[config.mk]
export PLATFORM = sky130hd
export DESIGN_NAME = var_read_fifo
export DESIGN_NICKNAME = d
export VERILOG_FILES = /design/src/rtl/var_fifo_pkg.sv /design/src/rtl/vrf_byte_mem.sv /design/src/rtl/var_read_fifo.sv
export SDC_FILE = /design/constraint.sdc
export NUM_CORES = 1
export LEC_CHECK = 0
export BUFFER_PORTS_ARGS = -buffer_cell sky130_fd_sc_hd__buf_2
export CAP_MARGIN = 20
export CORE_MARGIN = 3
export CORE_UTILIZATION = 65
export CTS_CLUSTER_SIZE = 25
export DETAILED_ROUTE_END_ITERATION = 8
export GPL_TIMING_DRIVEN = 0
export PLACE_DENSITY_LB_ADDON = 0.08
export RECOVER_POWER = 100
export SLEW_MARGIN = 20
export SYNTH_ARGS = -nofsm -noshare
export SYNTH_HDL_FRONTEND = slang
export SYNTH_SLANG_ARGS = --single-unit
[constraint.sdc]
create_clock -name clock -period 8.57 [get_ports clock]
set_clock_uncertainty 0.2 [all_clocks]
set_input_delay 0.857 -clock clock [delete_from_list [all_inputs] [get_ports clock]]
set_output_delay 0.857 -clock clock [all_outputs]
set_load 0.05 [all_outputs]
[src/rtl/var_fifo_pkg.sv]
// Shared types and helpers for the variable-size-read byte FIFO.
//   rd_size_e    : encoded read size (1/2/4/8 bytes)
//   size_bytes() : decoded byte count for a read size
//   byte_mask()  : 64-bit mask keeping only the bytes a read returns
package var_fifo_pkg;

  localparam int WORD_BYTES   = 4;
  localparam int MAX_RD_BYTES = 8;

  typedef enum logic [1:0] {
    SZ_1B = 2'b00,
    SZ_2B = 2'b01,
    SZ_4B = 2'b10,
    SZ_8B = 2'b11
  } rd_size_e;

  function automatic logic [3:0] size_bytes(input rd_size_e sz);
    logic [3:0] n;
    case (sz)
      SZ_1B:   n = 4'd1;
      SZ_2B:   n = 4'd2;
      SZ_4B:   n = 4'd4;
      default: n = 4'd8;
    endcase
    return n;
  endfunction

  function automatic logic [63:0] byte_mask(input rd_size_e sz);
    logic [63:0] m;
    m = '0;
    for (int i = 0; i < MAX_RD_BYTES; i++) begin
      if (i < int'(size_bytes(sz))) m[8*i +: 8] = 8'hFF;
    end
    return m;
  endfunction

endpackage

[src/rtl/vrf_byte_mem.sv]
// Byte-addressed storage for var_read_fifo.
//   clock   : write clock, rising edge
//   w_en    : store w_data at w_addr..w_addr+3 (wrapping)
//   w_addr  : byte address of the word's byte0
//   w_data  : 32-bit little-endian word
//   r_addr  : byte address of the first read byte
//   r_data  : 8 bytes from r_addr..r_addr+7 (wrapping), combinational
module vrf_byte_mem
  import var_fifo_pkg::*;
#(
  parameter int ADDR_WIDTH = 4
) (
  input  logic                  clock,
  input  logic                  w_en,
  input  logic [ADDR_WIDTH-1:0] w_addr,
  input  logic [31:0]           w_data,
  input  logic [ADDR_WIDTH-1:0] r_addr,
  output logic [63:0]           r_data
);

  localparam int DEPTH = 2**ADDR_WIDTH;

  logic [7:0] mem [DEPTH];

  // NOTE: the storage array has no reset; its contents are only ever read
  // behind the pointers, so clearing it would buy nothing.
  always_ff @(posedge clock) begin
    if (w_en) begin
      for (int i = 0; i < WORD_BYTES; i++) begin
        // Address arithmetic is ADDR_WIDTH bits wide, so it wraps mid-word.
        mem[w_addr + ADDR_WIDTH'(i)] <= w_data[8*i +: 8];
      end
    end
  end

  always_comb begin
    r_data = '0;
    for (int i = 0; i < MAX_RD_BYTES; i++) begin
      r_data[8*i +: 8] = mem[r_addr + ADDR_WIDTH'(i)];
    end
  end

endmodule

[src/rtl/var_read_fifo.sv]
// Byte FIFO with fixed 32-bit writes and 1/2/4/8-byte reads.
//   clock, reset_n : rising-edge clock, asynchronous active-low reset
//   w_en, data_in  : push a 32-bit little-endian word when not full
//   r_en, size     : pop 1<<size bytes when at least that many are stored
//   data_out       : read data one cycle after acceptance, upper bytes zero,
//                    holds its value otherwise
//   valid_out      : one-cycle pulse per accepted read
//   empty, full    : count == 0 / count > DEPTH-4, from registered pointers
//   overflow       : pulse, previous cycle's write dropped while full
//   underflow      : pulse, previous cycle's read rejected
//   level          : byte count, only when VRF_LEVEL_EN is defined
module var_read_fifo
  import var_fifo_pkg::*;
#(
  parameter int ADDR_WIDTH = 4
) (
  input  logic                clock,
  input  logic                reset_n,
  input  logic                w_en,
  input  logic [31:0]         data_in,
  input  logic                r_en,
  input  logic [1:0]          size,
  output logic [63:0]         data_out,
  output logic                valid_out,
  output logic                empty,
  output logic                full,
  output logic                overflow,
  output logic                underflow
`ifdef VRF_LEVEL_EN
  ,
  output logic [ADDR_WIDTH:0] level
`endif
);

  localparam int DEPTH = 2**ADDR_WIDTH;
  localparam int PTR_W = ADDR_WIDTH + 1;

  logic [PTR_W-1:0] wr_ptr_q, wr_ptr_d;
  logic [PTR_W-1:0] rd_ptr_q, rd_ptr_d;
  logic [63:0]      data_out_q, data_out_d;
  logic             valid_out_q, valid_out_d;
  logic             overflow_q, overflow_d;
  logic             underflow_q, underflow_d;

  logic [PTR_W-1:0] count;
  logic [PTR_W-1:0] rd_nbytes;
  logic [63:0]      rd_bytes;
  rd_size_e         rd_size;
  logic             wr_accept;
  logic             rd_accept;

  vrf_byte_mem #(.ADDR_WIDTH(ADDR_WIDTH)) u_mem (
    .clock  (clock),
    .w_en   (wr_accept),
    .w_addr (wr_ptr_q[ADDR_WIDTH-1:0]),
    .w_data (data_in),
    .r_addr (rd_ptr_q[ADDR_WIDTH-1:0]),
    .r_data (rd_bytes)
  );

  // The extra pointer bit lets count distinguish completely full from empty.
  always_comb begin
    count     = wr_ptr_q - rd_ptr_q;
    empty     = (count == '0);
    full      = (count > PTR_W'(DEPTH - WORD_BYTES));
    rd_size   = rd_size_e'(size);
    rd_nbytes = PTR_W'(size_bytes(rd_size));
    // Both sides judge against the start-of-cycle count: a same-cycle read
    // does not make room for the write, nor does the write feed the read.
    wr_accept = w_en & ~full;
    rd_accept = r_en & (count >= rd_nbytes);
  end

  // NOTE: every signal gets a default at the top of the block so no path
  // leaves one unassigned, which would otherwise infer a latch.
  always_comb begin
    wr_ptr_d    = wr_ptr_q;
    rd_ptr_d    = rd_ptr_q;
    data_out_d  = data_out_q;
    valid_out_d = rd_accept;
    overflow_d  = w_en & full;
    underflow_d = r_en & ~rd_accept;
    if (wr_accept) wr_ptr_d = wr_ptr_q + PTR_W'(WORD_BYTES);
    if (rd_accept) begin
      rd_ptr_d   = rd_ptr_q + rd_nbytes;
      data_out_d = rd_bytes & byte_mask(rd_size);
    end
  end

  // NOTE: state updates use non-blocking assignments so every flop samples
  // the pre-edge values regardless of statement order.
  always_ff @(posedge clock or negedge reset_n) begin
    if (!reset_n) begin
      wr_ptr_q    <= '0;
      rd_ptr_q    <= '0;
      data_out_q  <= '0;
      valid_out_q <= 1'b0;
      overflow_q  <= 1'b0;
      underflow_q <= 1'b0;
    end else begin
      wr_ptr_q    <= wr_ptr_d;
      rd_ptr_q    <= rd_ptr_d;
      data_out_q  <= data_out_d;
      valid_out_q <= valid_out_d;
      overflow_q  <= overflow_d;
      underflow_q <= underflow_d;
    end
  end

  assign data_out  = data_out_q;
  assign valid_out = valid_out_q;
  assign overflow  = overflow_q;
  assign underflow = underflow_q;

`ifdef VRF_LEVEL_EN
  assign level = count;
`endif

endmodule

==> impl_metrics.py, run 1 <==
metrics = {
    "outcome": {
        "status": "complete, but fails checks",
        "violations": "capacitance limit, slew limit",
    },
    "clock_tree": {
        "clkLatencyLatePin_ns": 0.51,
        "cts_tree": "done",
        "clk_path_buf_depth": 3,
        "htree_levels": 1,
        "ctsHoldBuffers": 0,
        "clock-sinks": 203,
        "path_clk_slew_ns": 0.06,
        "post_cts_resized": 0,
        "root_buffer": "clkbuf_16",
        "post_cts_buffers": 0,
        "numCtsBuffers": 21,
    },
    "detailed_routing": {
        "dr_wl_met2_um": 17100,
        "top_layer": "met4",
        "firstDrtPassIters": 6,
        "drt_iter0_drc": 1325,
        "drc": 0,
        "detail-route-antenna-nets": 0,
        "vias": 8622,
        "routed_wl_um": 39100,
        "vias_per_cell": 8.40,
        "met3_length_um": 6370,
        "wl_per_cell_um": 38.1,
        "met1_length_um": 12300,
    },
    "logic_synthesis": {
        "synth_area_um2": 11700,
        "yosysWarnings": 0,
        "syn_inst": 646,
        "synth_simple_gate_area_frac": 0.0121,
        "synthAdderAreaFrac": 0.0251,
        "synth_top_family_by_area": "multiplexers",
        "ys_ff_latch": 203,
        "synth_mux_area_frac": 0.335,
        "synth_xor_area_frac": 0.0148,
        "synth_compound_area_frac": 0.0946,
        "ys_types": 42,
        "avgSynthCellArea_um2": 18.2,
        "seq_area_frac_synth": 0.487,
        "syn-num-nets": 707,
    },
    "grt": {
        "grt_pass1_wl_um": 57200,
        "grt_max_degree": 55,
        "gr-total-overflow": 0,
        "antenna_found_initial": 0,
        "grt.total_usage": 0.402,
        "grt_pass1_vias": 8685,
    },
    "setup_path": {
        "worstSetupPathType": "reg -> reg",
        "path_max_fanout": 17,
        "r2r_start": "rd_ptr_q[1]",
        "r2r_slack_ns": 2.21,
        "crit_path_frequent_cell": "clkbuf_1",
        "worstPathCellList": "clkbuf_1 -> inv_1 -> ha_1 -> a21o_1 -> a21oi_1 -> xnor2_1 -> a211oi_1 -> and2_0 -> clkbuf_1",
        "max_stage_delay_ns": 1.09,
        "required_ns": 8.48,
        "r2r_cells": 9,
        "worstReg2RegEnd": "u_mem.mem[1][0]",
        "startpoint": "rd_ptr_q[1]",
        "critical_path_arrival_ns": 6.26,
        "cp-start-kind": "register",
        "endpoint_kind": "register",
        "cp_slowest_cell": "and2_0",
        "setup.worst_path.end": "u_mem.mem[1][0]",
    },
    "placed_design": {
        "gp_congestion": 1.04,
        "portBuffers": 106,
        "dp_hpwl_um": 26600,
        "place_ws_ns": 4.33,
    },
    "final_layout": {
        "area_growth_pct": 13.0,
        "fin_nets": 848,
        "antenna_cells": 0,
        "layout_common_cells": "mux4_2 (164), edfxtp_1 (128), clkbuf_1 (127)",
        "drive_above_1_share": 0.318,
        "final_common_cell": "mux4_2",
    },
    "timing": {
        "hold_ws_ns": 0.298,
        "tns_ns": 0,
        "maxClockFrequency_ghz": 0.157,
        "worst_slew_pin_slew_ns": 2.98,
        "drv_slew": 64,
        "worst_slack_ns": 2.21,
        "hold_viol": 0,
        "finalSetupViolCount": 0,
        "rsz0062_at_grt": "no",
        "slew_headroom": -0.989,
        "period_share": 0.742,
        "period_needed_ns": 6.36,
    },
    "floorplan": {
        "start_util": 0.672,
        "dieWidth_um": 140,
        "ios": 107,
        "placementRows": 48,
        "dieArea_um2": 19700,
        "die_y_um": 140,
        "core_area_um2": 17500,
    },
    "worst_hold_path": {
        "hp-class": "reg -> reg",
    },
    "run": {
        "drv_cap": 2,
    },
}
Yosys cell counts (all sizes together):
cell	count	area, µm²
xor2	5	43.8
a22o	56	490
clkbuf	12	45.0
dfrtp	75	1880
xnor2	14	130
edfxtp	128	3840
a211o	1	8.76
buf	36	254
o211ai	1	7.51
nor2	10	37.5
mux2i	4	40.0
a21o	3	22.5
mux2	9	101
o31ai	1	21.3
a311o	1	10.0
a221oi	24	210
nor3	1	5.00
fa	1	20.0
mux4	168	3800
nand2	5	18.8
and2	7	43.8
a211oi	2	20.0
a31oi	1	6.26
o2bb2ai	24	210
o311ai	2	32.5
nand2b	3	18.8
o211a	1	10.0
a311oi	2	17.5
ha	22	275
a21oi	6	33.8
nor2b	2	12.5
nor4	1	6.26
inv	17	63.8
o311a	1	10.0
how the worst min path moves through the flow:
stage                              end  cells after the start    startpoint
after floorplan            wr_ptr_q[4]                      1   wr_ptr_q[4]
after global placement    data_out[49]                      1  data_out[49]
after detailed placement  data_out[35]                      1  data_out[35]
after CTS                  data_out[7]                      1       reset_n
after global routing      data_out[24]                      1  data_out[24]
final                      rd_ptr_q[4]                      1   rd_ptr_q[4]
layer usage:
| metal | track usage | up-vias |
|---|---|---|
| li1 | - | 3143 |
| met1 | 0.512 | 4216 |
| met2 | 0.600 | 994 |
| met3 | 0.155 | 269 |
| met4 | 0.226 | 0 |
| met5 | 0 | - |
flip-flops by register name, indices dropped and copies added (netlist names):
| register | cells |
|---|---|
| data_out | 64 |
| overflow | 1 |
| rd_ptr_q | 5 |
| u_mem.mem | 128 |
| underflow | 1 |
| valid_out | 1 |
| wr_ptr_q | 3 |
worst max-delay path: cells and delay by family (launching register included):
| family | cells | cell delay, ns |
|---|---|---|
| adders and majority gates | 1 | 0.40 |
| DFF | 1 | 0.47 |
| buffers and inverters | 3 | 2.26 |
| AOI/OAI and AO/OA | 3 | 1.17 |
| and+or+nand+nor | 1 | 1.09 |
| xor gates and xnor gates | 1 | 0.34 |
cells by family (layout without fill, tap and decap cells):
group           after synthesis  after routing
fa+ha+maj                    23             23
mux                         181            181
compound gates              126            126
flops                       203            203
simple gates                 29             29
buf+inv                      65            220
xor+xnor                     19             19
stage by stage:
stage                     area (µm²)  utilization  instances
after floorplan                11700            -        646
after global placement         12600        0.719        977
after detailed placement       12800        0.733        989
after CTS                      13500        0.774       1026
after global routing           13300        0.760       1026
final                          13300        0.760       1026
cell type report:
class                           instances  area [µm²]
Inverter                               17        63.8
Sequential cell                       203        5720
Fill cell                            1067        4200
Buffer                                 48         280
Multi-Input combinational cell        378        5700
Timing Repair Buffer                  118         533
Tap cell                              225         282
Clock buffer                           31         646
Clock inverter                          6        58.8
Power of run 1 is left out: the tool's default activity adds up to more than one toggle a clock period on the data nets, which glitch-free logic cannot reach.
==> run 2: changes to the inputs <==
--- a/config.mk
+++ b/config.mk
@@ -8,7 +8,7 @@
 export BUFFER_PORTS_ARGS = -buffer_cell sky130_fd_sc_hd__buf_2
 export CAP_MARGIN = 20
 export CORE_MARGIN = 3
-export CORE_UTILIZATION = 65
+export CORE_UTILIZATION = 55
 export CTS_CLUSTER_SIZE = 25
 export DETAILED_ROUTE_END_ITERATION = 8
 export GPL_TIMING_DRIVEN = 0
==> constraint.sdc (replaced) <==
create_clock -name clock -period 5.8 [get_ports clock]
set_clock_uncertainty 0.2 [all_clocks]
set_input_delay 0.58 -clock clock [delete_from_list [all_inputs] [get_ports clock]]
set_output_delay 0.58 -clock clock [all_outputs]
set_load 0.05 [all_outputs]
==> run 2 against run 1 <==
  * The run still ends with capacitance limit, slew limit left
  * Fmax rose by 33%
  * Critical path depth did not move
  * Setup slack got worse by 1.2 ns
  * Final area rose by 1.6%
  * Count of clock-buffer cells in the layout fell by 5
  * Routed wire length rose by 0.69%
  * Worst hold slack got worse by 0.18 ns
  * Sequential cell count did not move
  * Register-to-register slack got worse by 1.2 ns
==> impl_metrics.py, run 2 (synthesis gave the netlist of run 1 again) <==
metrics = {
    "detailed_routing": {
        "top_layer": "met5",
        "met1_length_um": 13800,
        "firstDrtPassIters": 5,
        "routed_wl_um": 39400,
        "vias_per_cell": 7.80,
        "dr_wl_met2_um": 18100,
        "detail-route-antenna-nets": 0,
        "drt_iter0_drc": 1259,
        "vias": 8375,
        "wl_per_cell_um": 36.6,
        "drc": 0,
        "met3_length_um": 5170,
    },
    "final_layout": {
        "largest_reg_flops": 128,
        "max_flop_register": "u_mem.mem",
        "final_common_cell": "mux4_2",
        "antenna_cells": 0,
        "layout_common_cells": "mux4_2 (164), edfxtp_1 (128), clkbuf_1 (118)",
        "area_growth_pct": 14.9,
        "fin_nets": 849,
        "final_cells": 1074,
        "drive_above_1_share": 0.336,
    },
    "setup_path": {
        "required_ns": 5.82,
        "cp_slowest_cell": "and2_0",
        "worstSetupPathType": "reg -> reg",
        "max_stage_delay_ns": 1.31,
        "path_max_fanout": 17,
        "endpoint_kind": "register",
        "critPathBufInv": 3,
        "critical_path_arrival_ns": 4.80,
        "worstPathCellList": "buf_6 -> inv_1 -> ha_1 -> a21o_1 -> a21oi_1 -> xnor2_1 -> a211oi_1 -> and2_0 -> buf_16",
        "cp-start-kind": "register",
        "critical_path.top_delay_family": "simple AND/OR/NAND/NOR gates",
    },
    "outcome": {
        "status": "complete, but fails checks",
        "violations": "capacitance limit, slew limit",
    },
    "grt": {
        "grt_pass1_wl_um": 56900,
        "grt.total_usage": 0.337,
        "grt_max_degree": 57,
        "antenna_found_initial": 1,
        "gr-total-overflow": 0,
        "grt_pass1_vias": 8417,
    },
    "floorplan": {
        "dieArea_um2": 23100,
        "dieWidth_um": 152,
        "placementRows": 52,
        "core_area_um2": 20600,
        "die_y_um": 152,
        "ios": 107,
        "start_util": 0.570,
    },
    "worst_hold_path": {
        "hp-class": "in -> reg",
    },
    "clock_tree": {
        "post_cts_resized": 0,
        "htree_levels": 1,
        "numCtsBuffers": 22,
        "clock-sinks": 203,
        "clkLatencyLatePin_ns": 0.52,
        "path_clk_slew_ns": 0.07,
        "post_cts_buffers": 0,
        "clk_path_buf_depth": 3,
        "ctsHoldBuffers": 1,
        "cts_tree": "done",
        "root_buffer": "clkbuf_16",
    },
    "timing": {
        "period_needed_ns": 4.78,
        "worst_slew_pin_slew_ns": 1.78,
        "slew_headroom": -0.193,
        "rsz0062_at_grt": "no",
        "period_share": 0.824,
        "drv_slew": 42,
        "finalSetupViolCount": 0,
        "hold_viol": 0,
        "maxClockFrequency_ghz": 0.209,
    },
    "placed_design": {
        "portBuffers": 106,
        "dp.cells": 1033,
        "gp_congestion": 0.972,
        "dp_hpwl_um": 27200,
    },
    "run": {
        "drv_cap": 4,
    },
}
run 2: path summary, 6_finish.rpt:
path                                   end  slack [ns]    startpoint  cells past startpoint
max                        u_mem.mem[4][0]        1.02   rd_ptr_q[1]                      9
min                        u_mem.mem[9][4]        0.12   data_in[12]                      1
max reg2reg                u_mem.mem[4][0]        1.02   rd_ptr_q[1]                      9
min reg2reg                   data_out[38]        0.30  data_out[38]                      1
max in group asynchronous     data_out[35]        3.83       reset_n                      3
min in group asynchronous      wr_ptr_q[3]        0.67       reset_n                      2
run 2: final cells by class:
cell class / count / area (µm²)
Buffer: 48 / 295
Clock buffer: 26 / 586
Clock inverter: 14 / 178
Inverter: 17 / 63.8
Fill cell: 1473 / 7130
Tap cell: 270 / 338
Timing Repair Buffer: 118 / 602
Sequential cell: 203 / 5720
Multi-Input combinational cell: 378 / 5710
run 2: stage by stage:
stage / util / cell area (µm²) / setup WS [ns] / hold slack [ns] / TNS [ns]
after floorplan: - / 11700 / 0.991 / 0.0844 / 0
after global placement: 0.612 / 12600 / -1.08 / 0.272 / -35.53
after detailed placement: 0.625 / 12900 / 1.43 / 0.274 / 0
after CTS: 0.662 / 13700 / 1.40 / 0.0664 / 0
after global routing: 0.654 / 13500 / 0.746 / 0.126 / 0
final: 0.654 / 13500 / 1.02 / 0.122 / 0
run 2: per-layer routing:
| layer | GRT usage | vias to the layer above |
|---|---|---|
| li1 | - | 3157 |
| met5 | 0 | - |
| met3 | 0.0929 | 156 |
| met2 | 0.521 | 775 |
| met1 | 0.451 | 4285 |
| met4 | 0.158 | 2 |
Power of run 2 is left out for the same reason.
==> run 3: changes to the inputs <==
--- a/config.mk
+++ b/config.mk
@@ -5,6 +5,7 @@
 export SDC_FILE = /design/constraint.sdc
 export NUM_CORES = 1
 export LEC_CHECK = 0
+export ABC_AREA = 1
 export BUFFER_PORTS_ARGS = -buffer_cell sky130_fd_sc_hd__buf_2
 export CAP_MARGIN = 20
 export CORE_MARGIN = 3
==> constraint.sdc (replaced) <==
create_clock -name clock -period 4.1 [get_ports clock]
set_clock_uncertainty 0.2 [all_clocks]
set_input_delay 0.41 -clock clock [delete_from_list [all_inputs] [get_ports clock]]
set_output_delay 0.41 -clock clock [all_outputs]
set_load 0.05 [all_outputs]
==> run 3 against run 2 <==
  * The run ends with DRC, capacitance limit, slew limit left
  * Setup slack lost 0.89 ns
  * Area after synthesis grew 4.6%
  * Fmax grew 20%
  * Sequential share of layout area shrank 1.9 points
  * Count of clock-buffer cells in the layout grew 1
  * Largest cell class is now multi-input gates
==> impl_metrics.py, run 3 <==
metrics = {
    "outcome": {
        "status": "complete, but fails checks",
        "violations": "DRC, capacitance limit, slew limit",
    },
    "floorplan": {
        "start_util": 0.561,
        "core_area_um2": 21900,
        "ios": 107,
        "placementRows": 54,
        "dieArea_um2": 24200,
        "dieWidth_um": 155,
        "die_y_um": 155,
    },
    "setup_path": {
        "required_ns": 4.08,
        "cp-start-kind": "register",
        "worstSetupPathType": "reg -> reg",
        "critical_path_arrival_ns": 3.95,
        "path_max_fanout": 24,
        "endpoint_kind": "register",
    },
    "logic_synthesis": {
        "synth_area_leaders": "edfxtp_1 (31%), nand3_1 (25%), nand2_1 (15%)",
        "synth_edf_count": 128,
        "synth_common_cells": "nand3_1 (605), nand2_1 (503), edfxtp_1 (128), dfrtp_1 (75), o21ai_0 (57)",
        "synthAdderAreaFrac": 0.0240,
        "synth_top_area_cell": "edfxtp_1",
        "synth_area_um2": 12300,
        "ys.flop_type": "edfxtp_1",
        "ys_types": 31,
        "seq_area_frac_synth": 0.466,
        "synth_simple_gate_area_frac": 0.416,
        "yosysMostFrequentCell": "nand3_1",
        "synth_compound_area_frac": 0.0282,
        "synth_mux_area_frac": 0,
        "syn-num-nets": 1649,
        "yosysWarnings": 0,
        "async_flop_share": 0.369,
        "syn_inst": 1588,
        "synth_top_area_frac": 0.313,
        "synth_top_family_by_area": "simple AND/OR/NAND/NOR gates",
        "ys_ff_latch": 203,
        "avgSynthCellArea_um2": 7.74,
        "synth_xor_area_frac": 0.0112,
    },
    "timing": {
        "rsz0062_at_grt": "no",
        "slew_headroom": -0.0333,
        "drv_slew": 60,
        "finalSetupViolCount": 0,
        "period_needed_ns": 3.97,
        "period_share": 0.968,
        "worst_slew_pin_slew_ns": 1.55,
        "tns_ns": 0,
        "hold_viol": 0,
        "maxClockFrequency_ghz": 0.252,
    },
    "placed_design": {
        "dp.cells": 1978,
        "dp_hpwl_um": 42200,
        "gp_congestion": 1.12,
        "portBuffers": 105,
    },
    "grt": {
        "grt_pass1_wl_um": 79500,
        "grt.total_usage": 0.445,
        "grt_max_degree": 60,
        "gr-total-overflow": 0,
        "grt_pass1_vias": 12600,
        "antenna_found_initial": 0,
    },
    "final_layout": {
        "fin_nets": 1817,
        "layout_common_cells": "nand3_1 (605), nand2_1 (503), edfxtp_1 (128)",
        "antenna_cells": 0,
        "max_flop_register": "u_mem.mem",
        "final_cells": 2050,
        "largest_reg_flops": 128,
        "final_common_cell": "nand3_1",
        "area_growth_pct": 14.9,
        "drive_above_1_share": 0.0678,
    },
    "clock_tree": {
        "path_clk_slew_ns": 0.07,
        "post_cts_buffers": 0,
        "numCtsBuffers": 21,
        "htree_levels": 1,
        "clk_path_buf_depth": 3,
        "cts_tree": "done",
        "root_buffer": "clkbuf_16",
        "clkLatencyLatePin_ns": 0.52,
        "clock-sinks": 203,
    },
    "detailed_routing": {
        "vias": 13700,
        "routed_wl_um": 55100,
        "drc": 12,
        "firstDrtPassIters": 9,
        "detail-route-antenna-nets": 0,
        "wl_per_cell_um": 26.9,
        "drt_iter0_drc": 2556,
        "vias_per_cell": 6.66,
    },
    "run": {
        "drv_cap": 1,
    },
    "worst_hold_path": {
        "hp-class": "in -> reg",
    },
}
## run 3: changes by cell type in the layout (fill, tap and decap cells not counted), sizes merged, moves of 10 or more
cell         delta
nand2         +499
mux4          -168
clkbuf         +11
o21ai          +65
buf            +34
a221oi         -24
dlygate4sd3    +34
o2bb2ai        -24
xnor2          -10
inv            +20
nand3         +606
nand4          +17
a22o           -56
## run 3: kinds of logic (layout without fill, tap and decap cells)
family / after synthesis / in the layout
AOI/OAI and AO/OA: 68 / 68
buffers and inverters: 139 / 321
and+or+nand+nor: 1144 / 1144
DFF: 203 / 203
xor gates and xnor gates: 11 / 11
adders and majority gates: 23 / 23
## run 3: path summary, 6_finish.rpt
check	end	slack, ns	startpoint	depth (start not counted)
worst max-delay path	u_mem.mem[5][7]	0.13	rd_ptr_q[1]	13
worst min-delay path	data_out[27]	0.1	size[1]	3
worst max register to register	u_mem.mem[5][7]	0.13	rd_ptr_q[1]	13
worst min register to register	data_out[22]	0.28	data_out[22]	2
max in group asynchronous	data_out[6]	1.36	reset_n	3
min in group asynchronous	data_out[48]	0.32	reset_n	2
## run 3: cell type report
cell class | instances | area, µm²
clock buffer | 27 | 548
buffer | 99 | 504
inverter | 40 | 155
clock inverter | 10 | 90.1
sequential | 203 | 5720
tap | 280 | 350
fill | 1877 | 7780
multi-input combinational | 1246 | 5930
timing repair buffer | 145 | 818
## run 3: metal layers
layer / up-vias / track usage / part of all wire
li1: 5867 / - / -
met5: - / 0 / 0
met3: 266 / 0.184 / 0.17
met2: 1259 / 0.646 / 0.41
met4: 0 / 0.197 / 0.060
met1: 6263 / 0.586 / 0.36
## run 3: worst max-delay path, stage by stage (launching register included)
cell and delay [ns]:
dfrtp_1 0.52, inv_1 0.24, buf_2 0.28, clkbuf_4 0.43, ha_1 0.37, nand2_1 0.08
nand2_1 0.08, nand2_1 0.05, nand2_1 0.05, nand2_1 0.07, inv_1 0.13, nand3_2 0.29
nor2_4 0.43, buf_6 0.33
## run 3: repair_timing
item,4_1_cts,5_1_grt
resized for setup,0,1
hold buffers,35,0
endpoints found under the setup margin,0,25
endpoints found under the hold margin,206,0
## run 3: through the flow
stage | util | hold slack [ns] | cell area (µm²) | setup WS, ns
2_1_floorplan | - | -0.0856 | 12300 | 0.0947
3_3_place_gp | 0.601 | 0.258 | 13200 | -1.99
3_5_place_dp | 0.608 | 0.0910 | 13300 | 0.241
4_1_cts | 0.653 | 0.0903 | 14300 | 0.232
5_1_grt | 0.645 | 0.118 | 14100 | 0.0673
6_report | 0.645 | 0.0972 | 14100 | 0.132
Power of run 3 is left out for the same reason.
